--- src/rtl/crc_chk_pkg.sv ---
// Shared types, CRC-32 defaults and the bitwise CRC fold used by the frame checker.
// The fold works on maximum-width vectors so that the RTL and its models can share one routine.
package crc_chk_pkg;

  typedef enum logic [1:0] {IDLE, CALC, DONE} crc_chk_state_t;

  localparam int              CRC32_DATA_WIDTH  = 512;
  localparam int              CRC32_WIDTH       = 32;
  localparam int              CRC32_CHUNK_WIDTH = 64;
  localparam int              CRC32_CNT_WIDTH   = 32;
  localparam logic [31:0]     CRC32_POLY        = 32'h04C11DB7;
  localparam logic [31:0]     CRC32_INIT        = 32'h0;

  localparam int              CRC_MAX_WIDTH     = 64;
  localparam int              CHUNK_MAX_WIDTH   = 512;

  // Folds the low chunk_width bits of chunk into the low crc_width bits of crc, MSB first.
  function automatic logic [CRC_MAX_WIDTH-1:0] crc_fold(
    input logic [CRC_MAX_WIDTH-1:0]   crc,
    input logic [CHUNK_MAX_WIDTH-1:0] chunk,
    input logic [CRC_MAX_WIDTH-1:0]   poly,
    input int                         crc_width,
    input int                         chunk_width
  );
    logic [CRC_MAX_WIDTH-1:0]   c;
    logic [CRC_MAX_WIDTH-1:0]   top_mask;
    logic [CHUNK_MAX_WIDTH-1:0] bit_mask;
    logic                       fb;
    c        = crc;
    top_mask = CRC_MAX_WIDTH'(1) << (crc_width - 1);
    for (int i = CHUNK_MAX_WIDTH - 1; i >= 0; i--) begin
      if (i < chunk_width) begin
        bit_mask = CHUNK_MAX_WIDTH'(1) << i;
        fb       = (|(c & top_mask)) ^ (|(chunk & bit_mask));
        c        = (c << 1) ^ (fb ? poly : '0);
      end
    end
    return c & ((top_mask << 1) - CRC_MAX_WIDTH'(1));
  endfunction

endpackage

--- src/rtl/crc_chk_seq_if.sv ---
// Frame input and scored-result bundle of the CRC checker.
// Names carry the checker's own direction: _i into the checker, _o out of it.
interface crc_chk_seq_if #(
  parameter int DATA_WIDTH = 512,
  parameter int CRC_WIDTH  = 32,
  parameter int CNT_WIDTH  = 32
) ();

  logic                  valid_i;
  logic                  ready_o;
  logic [DATA_WIDTH-1:0] data_i;
  logic [CRC_WIDTH-1:0]  checksum_i;
  logic                  corrupted_i;

  logic                  valid_o;
  logic                  error_o;
  logic                  corrupted_o;
  logic                  miss_o;
  logic                  false_alarm_o;
  logic [CNT_WIDTH-1:0]  frame_cnt_o;
  logic [CNT_WIDTH-1:0]  detect_cnt_o;
  logic [CNT_WIDTH-1:0]  miss_cnt_o;
  logic [CNT_WIDTH-1:0]  drop_cnt_o;

  modport master (
    output valid_i, data_i, checksum_i, corrupted_i,
    input  ready_o, valid_o, error_o, corrupted_o, miss_o, false_alarm_o,
    input  frame_cnt_o, detect_cnt_o, miss_cnt_o, drop_cnt_o
  );

  modport slave (
    input  valid_i, data_i, checksum_i, corrupted_i,
    output ready_o, valid_o, error_o, corrupted_o, miss_o, false_alarm_o,
    output frame_cnt_o, detect_cnt_o, miss_cnt_o, drop_cnt_o
  );

endinterface

--- src/rtl/crc_chk_seq_chunk_step.sv ---
// One combinational CRC step: folds a CHUNK_WIDTH-bit chunk into the running CRC.
module crc_chunk_step
  import crc_chk_pkg::*;
#(
  parameter int                   CRC_WIDTH   = CRC32_WIDTH,
  parameter int                   CHUNK_WIDTH = CRC32_CHUNK_WIDTH,
  parameter logic [CRC_WIDTH-1:0] POLY        = CRC32_POLY
) (
  input  logic [CRC_WIDTH-1:0]   crc_i,
  input  logic [CHUNK_WIDTH-1:0] chunk_i,
  output logic [CRC_WIDTH-1:0]   crc_o
);

  logic [CRC_MAX_WIDTH-1:0]   crc_ext;
  logic [CRC_MAX_WIDTH-1:0]   poly_ext;
  logic [CHUNK_MAX_WIDTH-1:0] chunk_ext;
  logic [CRC_MAX_WIDTH-1:0]   fold;

  always_comb begin
    crc_ext                     = '0;
    crc_ext[CRC_WIDTH-1:0]      = crc_i;
    poly_ext                    = '0;
    poly_ext[CRC_WIDTH-1:0]     = POLY;
    chunk_ext                   = '0;
    chunk_ext[CHUNK_WIDTH-1:0]  = chunk_i;
    fold = crc_fold(crc_ext, chunk_ext, poly_ext, CRC_WIDTH, CHUNK_WIDTH);
  end

  assign crc_o = fold[CRC_WIDTH-1:0];

  // The fold clears everything above CRC_WIDTH, so those bits are intentionally dropped.
  if (CRC_WIDTH < CRC_MAX_WIDTH) begin : g_hi_bits
    logic unused_fold_hi;
    assign unused_fold_hi = ^fold[CRC_MAX_WIDTH-1:CRC_WIDTH];
  end

endmodule

--- src/rtl/crc_chk_seq.sv ---
// Multi-cycle CRC checker: captures a frame, folds it CHUNK_WIDTH bits per cycle,
// scores the result against the injector's corrupted flag and keeps saturating statistics.
module crc_chk_seq
  import crc_chk_pkg::*;
#(
  parameter int                   DATA_WIDTH  = CRC32_DATA_WIDTH,
  parameter int                   CRC_WIDTH   = CRC32_WIDTH,
  parameter int                   CHUNK_WIDTH = CRC32_CHUNK_WIDTH,
  parameter                       POLY        = CRC32_POLY,
  parameter logic [CRC_WIDTH-1:0] INIT        = '0,
  parameter int                   CNT_WIDTH   = CRC32_CNT_WIDTH
) (
  input  logic         clk,
  input  logic         rst_n,
  crc_chk_seq_if.slave bus
);

  localparam int                   NCHUNK   = DATA_WIDTH / CHUNK_WIDTH;
  localparam int                   IDX_W    = (NCHUNK > 1) ? $clog2(NCHUNK) : 1;
  localparam logic [IDX_W-1:0]     LAST_IDX = IDX_W'(NCHUNK - 1);
  localparam logic [CRC_WIDTH-1:0] POLY_C   = CRC_WIDTH'(POLY);

  if ((DATA_WIDTH % CHUNK_WIDTH) != 0 || CRC_WIDTH != $bits(POLY) ||
      CRC_WIDTH > CRC_MAX_WIDTH || CHUNK_WIDTH > CHUNK_MAX_WIDTH) begin : g_param_check
    $fatal(1, "crc_chk_seq: inconsistent DATA_WIDTH/CHUNK_WIDTH/CRC_WIDTH/POLY");
  end

  crc_chk_state_t          state_q, state_d;
  logic [DATA_WIDTH-1:0]   data_q, data_d;
  logic [CRC_WIDTH-1:0]    checksum_q, checksum_d;
  logic                    corrupted_q, corrupted_d;
  logic [CRC_WIDTH-1:0]    crc_q, crc_d;
  logic [IDX_W-1:0]        idx_q, idx_d;

  logic                    valid_q, valid_d;
  logic                    error_q, error_d;
  logic                    corr_out_q, corr_out_d;
  logic                    miss_q, miss_d;
  logic                    false_alarm_q, false_alarm_d;
  logic [CNT_WIDTH-1:0]    frame_cnt_q, frame_cnt_d;
  logic [CNT_WIDTH-1:0]    detect_cnt_q, detect_cnt_d;
  logic [CNT_WIDTH-1:0]    miss_cnt_q, miss_cnt_d;
  logic [CNT_WIDTH-1:0]    drop_cnt_q, drop_cnt_d;

  logic                    ready;
  logic                    crc_err;
  logic [CRC_WIDTH-1:0]    crc_step;

  function automatic logic [CNT_WIDTH-1:0] sat_inc(input logic [CNT_WIDTH-1:0] c);
    return (&c) ? c : c + CNT_WIDTH'(1);
  endfunction

  // data_q shifts left each CALC cycle, so the next chunk is always the top slice.
  crc_chunk_step #(
    .CRC_WIDTH   (CRC_WIDTH),
    .CHUNK_WIDTH (CHUNK_WIDTH),
    .POLY        (POLY_C)
  ) u_step (
    .crc_i   (crc_q),
    .chunk_i (data_q[DATA_WIDTH-1 -: CHUNK_WIDTH]),
    .crc_o   (crc_step)
  );

  assign ready   = (state_q == IDLE);
  assign crc_err = (crc_q != checksum_q);

  always_comb begin
    state_d       = state_q;
    data_d        = data_q;
    checksum_d    = checksum_q;
    corrupted_d   = corrupted_q;
    crc_d         = crc_q;
    idx_d         = idx_q;
    valid_d       = 1'b0;
    error_d       = error_q;
    corr_out_d    = corr_out_q;
    miss_d        = miss_q;
    false_alarm_d = false_alarm_q;
    frame_cnt_d   = frame_cnt_q;
    detect_cnt_d  = detect_cnt_q;
    miss_cnt_d    = miss_cnt_q;
    drop_cnt_d    = drop_cnt_q;

    case (state_q)
      IDLE: begin
        if (bus.valid_i) begin
          data_d      = bus.data_i;
          checksum_d  = bus.checksum_i;
          corrupted_d = bus.corrupted_i;
          crc_d       = INIT;
          idx_d       = '0;
          state_d     = CALC;
        end
      end
      CALC: begin
        crc_d  = crc_step;
        data_d = data_q << CHUNK_WIDTH;
        idx_d  = idx_q + IDX_W'(1);
        if (idx_q == LAST_IDX) state_d = DONE;
      end
      DONE: begin
        valid_d       = 1'b1;
        error_d       = crc_err;
        corr_out_d    = corrupted_q;
        miss_d        = corrupted_q & ~crc_err;
        false_alarm_d = crc_err & ~corrupted_q;
        frame_cnt_d   = sat_inc(frame_cnt_q);
        if (crc_err)                 detect_cnt_d = sat_inc(detect_cnt_q);
        if (corrupted_q && !crc_err) miss_cnt_d   = sat_inc(miss_cnt_q);
        state_d       = IDLE;
      end
      default: state_d = IDLE;
    endcase

    // The source cannot be stalled; a frame offered while busy is lost and counted.
    if (bus.valid_i && !ready) drop_cnt_d = sat_inc(drop_cnt_q);
  end

  always_ff @(posedge clk) begin
    if (!rst_n) begin
      state_q       <= IDLE;
      data_q        <= '0;
      checksum_q    <= '0;
      corrupted_q   <= 1'b0;
      crc_q         <= '0;
      idx_q         <= '0;
      valid_q       <= 1'b0;
      error_q       <= 1'b0;
      corr_out_q    <= 1'b0;
      miss_q        <= 1'b0;
      false_alarm_q <= 1'b0;
      frame_cnt_q   <= '0;
      detect_cnt_q  <= '0;
      miss_cnt_q    <= '0;
      drop_cnt_q    <= '0;
    end else begin
      state_q       <= state_d;
      data_q        <= data_d;
      checksum_q    <= checksum_d;
      corrupted_q   <= corrupted_d;
      crc_q         <= crc_d;
      idx_q         <= idx_d;
      valid_q       <= valid_d;
      error_q       <= error_d;
      corr_out_q    <= corr_out_d;
      miss_q        <= miss_d;
      false_alarm_q <= false_alarm_d;
      frame_cnt_q   <= frame_cnt_d;
      detect_cnt_q  <= detect_cnt_d;
      miss_cnt_q    <= miss_cnt_d;
      drop_cnt_q    <= drop_cnt_d;
    end
  end

  assign bus.ready_o       = ready;
  assign bus.valid_o       = valid_q;
  assign bus.error_o       = error_q;
  assign bus.corrupted_o   = corr_out_q;
  assign bus.miss_o        = miss_q;
  assign bus.false_alarm_o = false_alarm_q;
  assign bus.frame_cnt_o   = frame_cnt_q;
  assign bus.detect_cnt_o  = detect_cnt_q;
  assign bus.miss_cnt_o    = miss_cnt_q;
  assign bus.drop_cnt_o    = drop_cnt_q;

endmodule

--- src/flat_wrapper.sv ---
// flat-port wrapper written by rule: the top's interface ports become plain ports
module crc_chk_seq_flat import crc_chk_pkg::*;
#(
  parameter int                   DATA_WIDTH  = CRC32_DATA_WIDTH,
  parameter int                   CRC_WIDTH   = CRC32_WIDTH,
  parameter int                   CHUNK_WIDTH = CRC32_CHUNK_WIDTH,
  parameter                       POLY        = CRC32_POLY,
  parameter logic [CRC_WIDTH-1:0] INIT        = '0,
  parameter int                   CNT_WIDTH   = CRC32_CNT_WIDTH
)
  (clk, rst_n, bus_valid_i, bus_data_i, bus_checksum_i, bus_corrupted_i, bus_ready_o, bus_valid_o, bus_error_o, bus_corrupted_o, bus_miss_o, bus_false_alarm_o, bus_frame_cnt_o, bus_detect_cnt_o, bus_miss_cnt_o, bus_drop_cnt_o);
  crc_chk_seq_if #(.DATA_WIDTH(DATA_WIDTH), .CRC_WIDTH(CRC_WIDTH), .CNT_WIDTH(CNT_WIDTH)) bus_i ();
  input  logic clk;
  input  logic rst_n;
  input wire logic [$bits(bus_i.valid_i)-1:0] bus_valid_i;
  input wire logic [$bits(bus_i.data_i)-1:0] bus_data_i;
  input wire logic [$bits(bus_i.checksum_i)-1:0] bus_checksum_i;
  input wire logic [$bits(bus_i.corrupted_i)-1:0] bus_corrupted_i;
  output wire logic [$bits(bus_i.ready_o)-1:0] bus_ready_o;
  output wire logic [$bits(bus_i.valid_o)-1:0] bus_valid_o;
  output wire logic [$bits(bus_i.error_o)-1:0] bus_error_o;
  output wire logic [$bits(bus_i.corrupted_o)-1:0] bus_corrupted_o;
  output wire logic [$bits(bus_i.miss_o)-1:0] bus_miss_o;
  output wire logic [$bits(bus_i.false_alarm_o)-1:0] bus_false_alarm_o;
  output wire logic [$bits(bus_i.frame_cnt_o)-1:0] bus_frame_cnt_o;
  output wire logic [$bits(bus_i.detect_cnt_o)-1:0] bus_detect_cnt_o;
  output wire logic [$bits(bus_i.miss_cnt_o)-1:0] bus_miss_cnt_o;
  output wire logic [$bits(bus_i.drop_cnt_o)-1:0] bus_drop_cnt_o;
  assign bus_i.valid_i = bus_valid_i;
  assign bus_i.data_i = bus_data_i;
  assign bus_i.checksum_i = bus_checksum_i;
  assign bus_i.corrupted_i = bus_corrupted_i;
  assign bus_ready_o = bus_i.ready_o;
  assign bus_valid_o = bus_i.valid_o;
  assign bus_error_o = bus_i.error_o;
  assign bus_corrupted_o = bus_i.corrupted_o;
  assign bus_miss_o = bus_i.miss_o;
  assign bus_false_alarm_o = bus_i.false_alarm_o;
  assign bus_frame_cnt_o = bus_i.frame_cnt_o;
  assign bus_detect_cnt_o = bus_i.detect_cnt_o;
  assign bus_miss_cnt_o = bus_i.miss_cnt_o;
  assign bus_drop_cnt_o = bus_i.drop_cnt_o;
  crc_chk_seq #(.DATA_WIDTH(DATA_WIDTH), .CRC_WIDTH(CRC_WIDTH), .CHUNK_WIDTH(CHUNK_WIDTH), .POLY(POLY), .INIT(INIT), .CNT_WIDTH(CNT_WIDTH)) u_core (.clk(clk), .rst_n(rst_n), .bus(bus_i));
endmodule
--- config.mk ---
export PLATFORM = sky130hd
export DESIGN_NAME = crc_chk_seq_flat
export DESIGN_NICKNAME = d
export VERILOG_FILES = /design/src/rtl/crc_chk_pkg.sv /design/src/rtl/crc_chk_seq_if.sv /design/src/rtl/crc_chk_seq_chunk_step.sv /design/src/rtl/crc_chk_seq.sv /design/src/flat_wrapper.sv
export SDC_FILE = /design/constraint.sdc
export NUM_CORES = 2
export LEC_CHECK = 0
export CAP_MARGIN = 5
export CORE_ASPECT_RATIO = 1.75
export CORE_MARGIN = 1
export CORE_UTILIZATION = 50
export DETAILED_ROUTE_END_ITERATION = 16
export PLACE_DENSITY = 0.8
export SYNTH_ARGS = -nofsm -noshare
export SYNTH_HDL_FRONTEND = slang
export SYNTH_SLANG_ARGS = --single-unit
--- constraint.sdc ---
create_clock -name clk -period 10 [get_ports clk]
set_clock_uncertainty 0.05 [all_clocks]
set_input_delay 2 -clock clk [delete_from_list [all_inputs] [get_ports clk]]
set_output_delay 2 -clock clk [all_outputs]
set_load 0.01 [all_outputs]
==> out/metrics.cfg <==
[floorplan]
die_h_um = 367
die_area_um2 = 77300
num_rows = 133
design.core.area_um2 = 75200
pin_count = 682
dieWidth_um = 211
start_util_pct = 50.6

[drt]
ant_nets = 0
drc_errors = 0
drt_wl_total_mm = 126
dr.pass1.iters = 6
drt_iter0_markers = 2613
detail_route.vias_per_cell = 5.56
via_count = 32100
wire_per_inst_um = 21.9

[cts]
htree_levels = 3
numCtsBuffers = 69
cts_tree = done
clk_path_buf_depth = 3
insertion_delay_ns = 0.66
clock-sinks = 715
cts_hold_buf = 0
cts_resized = 0
post_cts_buffers = 0
cts-root-buf = clkbuf_16
clk_pin_slew_ns = 0.07

[layout]
n_fill_cell = 6378
regArea_um2 = 14300
drive_gt1_share_pct = 3.99
multi_input_area_um2 = 22600
nets = 5237
syn_to_final_growth_pct = 25.0

[critical_path]
worstSetupStartpointType = flop
worstSetupPathType = reg2reg
cp_max_fo = 10
crit_slowest_cell = xnor3_1
max_stage_delay_ns = 0.86
crit_family = XOR/XNOR gates
path_cells = xnor2_4 > xnor3_2 > xnor3_2 > xnor3_2 > xor3_2 > xnor3_1 > xnor3_1 > xor2_4 > xnor3_1 > xor2_2 > xnor3_2 > xnor3_2 > xor2_2 > xnor3_1 > a32o_1
crit_required_ns = 10.51
cp.arrival_ns = 7.95
end_kind = flop
path_buf_inv = 0
cp_common_cell = xnor3_2

[placement]
dp_hpwl_mm = 93.3
gp_congestion = 0.987
portBuffers = 681

[yosys]
avgSynthCellArea_um2 = 9.03
synth.net_count = 4773
ys_types = 40
ys_top_cells_by_count = 1,053 x nand2_1, 715 x dfxtp_1, 504 x nand3_1
ys_seq_elements = 715
syn_inst = 4219
synth_area_um2 = 38100
async_flop_share_pct = 0
yosysMostFrequentCell = nand2_1
yosysTopAreaCellShare_pct = 37.6
synth_flop_cell = dfxtp_1
yosysTopAreaCell = dfxtp_1
yosysSeqAreaShare_pct = 37.6
synth_edf_count = 0
synth_area_leaders = dfxtp_1 38%, o211a_1 12%, nand2_1 10%
ys_warn_count = 0

[job]
maxCapViolCount = 0

[timing]
slew_headroom_pct = 28.2
final_max_slew_viol_count = 0
setup-violations-final = 0
layout_min_cycle_time_ns = 7.44
fin_setup_tns_ns = 0
grt_setup_unrepaired = no
finalHoldViolations = 0
tightest_slew_ns = 1.07
fin_crit_sh_pct = 74.4
fmaxAchievable_mhz = 134

[min_path]
hold_path.class = reg2reg

[run_status]
outcome = complete, no violations

[global_routing]
overflow = 0
grt_pass1_wl_mm = 188
grt_max_degree = 232
grt_usage_pct = 32.0
antenna_found_initial = 31
grt_pass1_vias = 31000

-- path summary, 6_finish.rpt --
path / end / slack (ns) / start / cells after the start
max: u_core.crc_q[10] / 2.56 / u_core.data_q[508] / 15
min: u_core.checksum_q[3] / 0.44 / u_core.checksum_q[3] / 2
max reg2reg: u_core.crc_q[10] / 2.56 / u_core.data_q[508] / 15
min reg2reg: u_core.checksum_q[3] / 0.44 / u_core.checksum_q[3] / 2
-- cell type report --
cell class                      count  area share, %
Clock inverter                     21          0.549
Inverter                            9         0.0709
Antenna cell                       24          0.126
Tap cell                         1012           2.66
Multi-Input combinational cell   3181           47.4
Clock buffer                      104           4.20
Timing Repair Buffer              707           14.9
Sequential cell                   715           30.1
-- through the flow --
stage               hold slack (ns)  instance area (µm²)  setup WS [ns]  util (%)  std cells
floorplan                     0.405                38100           3.68         -       4219
global placement              0.405                45300           2.61      60.2       5624
detailed placement            0.428                45300           2.54      60.2       5624
CTS                           0.445                47600           2.53      63.2       5749
global route                  0.460                47600           2.41      63.3       5771
finish                        0.444                47600           2.56      63.3       5773
-- sequential cells by signal, summed over array words and instances, names as in the netlist --
register,cells
u_core.data_q,512
u_core.bus.miss_o,1
u_core.bus.valid_o,1
u_core.idx_q,3
u_core.bus.false_alarm_o,1
u_core.state_q,2
u_core.corrupted_q,1
u_core.bus.detect_cnt_o,32
u_core.bus.corrupted_o,1
u_core.checksum_q,32
u_core.bus.frame_cnt_o,32
u_core.bus.miss_cnt_o,32
u_core.bus.drop_cnt_o,32
u_core.bus.error_o,1
u_core.crc_q,32
-- layout by cell type (no fill, tap or decap), types with 12 or more instances in the layout --
| cell | instances |
|---|---|
| dfxtp_1 | 715 |
| a22oi_1 | 66 |
| xor3_1 | 15 |
| nand3_1 | 504 |
| o211a_1 | 448 |
| xnor3_1 | 114 |
| clkdlybuf4s50_1 | 680 |
| buf_4 | 19 |
| xor2_1 | 139 |
| and2_1 | 128 |
| nor2b_1 | 79 |
| diode_2 | 24 |
| and3_1 | 35 |
| xnor2_2 | 28 |
| nand2_1 | 1053 |
| clkbuf_8 | 12 |
| a21boi_0 | 46 |
| clkbuf_1 | 22 |
| nor2_1 | 19 |
| xnor2_1 | 373 |
| nand4_1 | 16 |
| and4_1 | 12 |
| clkbuf_16 | 70 |
| o21ai_0 | 26 |
| xnor3_2 | 13 |
-- cell families after synthesis --
kind of cell / Yosys count / synth area share [%]
AOI/OAI and AO/OA: 603 / 14.7
buffers and inverters: 323 / 3.20
xor gates and xnor gates: 693 / 22.1
adders and majority gates: 6 / 0.197
and+or+nand+nor: 1875 / 22.2
muxes: 4 / 0.105
DFF: 715 / 37.6
-- worst register-to-register path, cell delays in order, from the launching register on --
cell,delay (ns)
dfxtp_1,0.36
xnor2_4,0.49
xnor3_2,0.66
xnor3_2,0.47
xnor3_2,0.44
xor3_2,0.52
xnor3_1,0.49
xnor3_1,0.86
xor2_4,0.33
xnor3_1,0.50
xor2_2,0.33
xnor3_2,0.55
xnor3_2,0.47
xor2_2,0.27
xnor3_1,0.28
a32o_1,0.26
-- metal layers --
layer | part of all wire, % | routed length (µm) | GRT usage, % | vias up
met3 | 6.3 | 7960 | 6.69 | 259
met4 | 5.3 | 6700 | 18.3 | 14
li1 | - | - | - | 15400
met2 | 50 | 63100 | 54.9 | 1072
met1 | 38 | 48300 | 36.6 | 15400
met5 | 0.072 | 91 | 0 | -
Power is not shown: default switching activity piles up to over one toggle a cycle in this logic, so the estimate is an artifact.
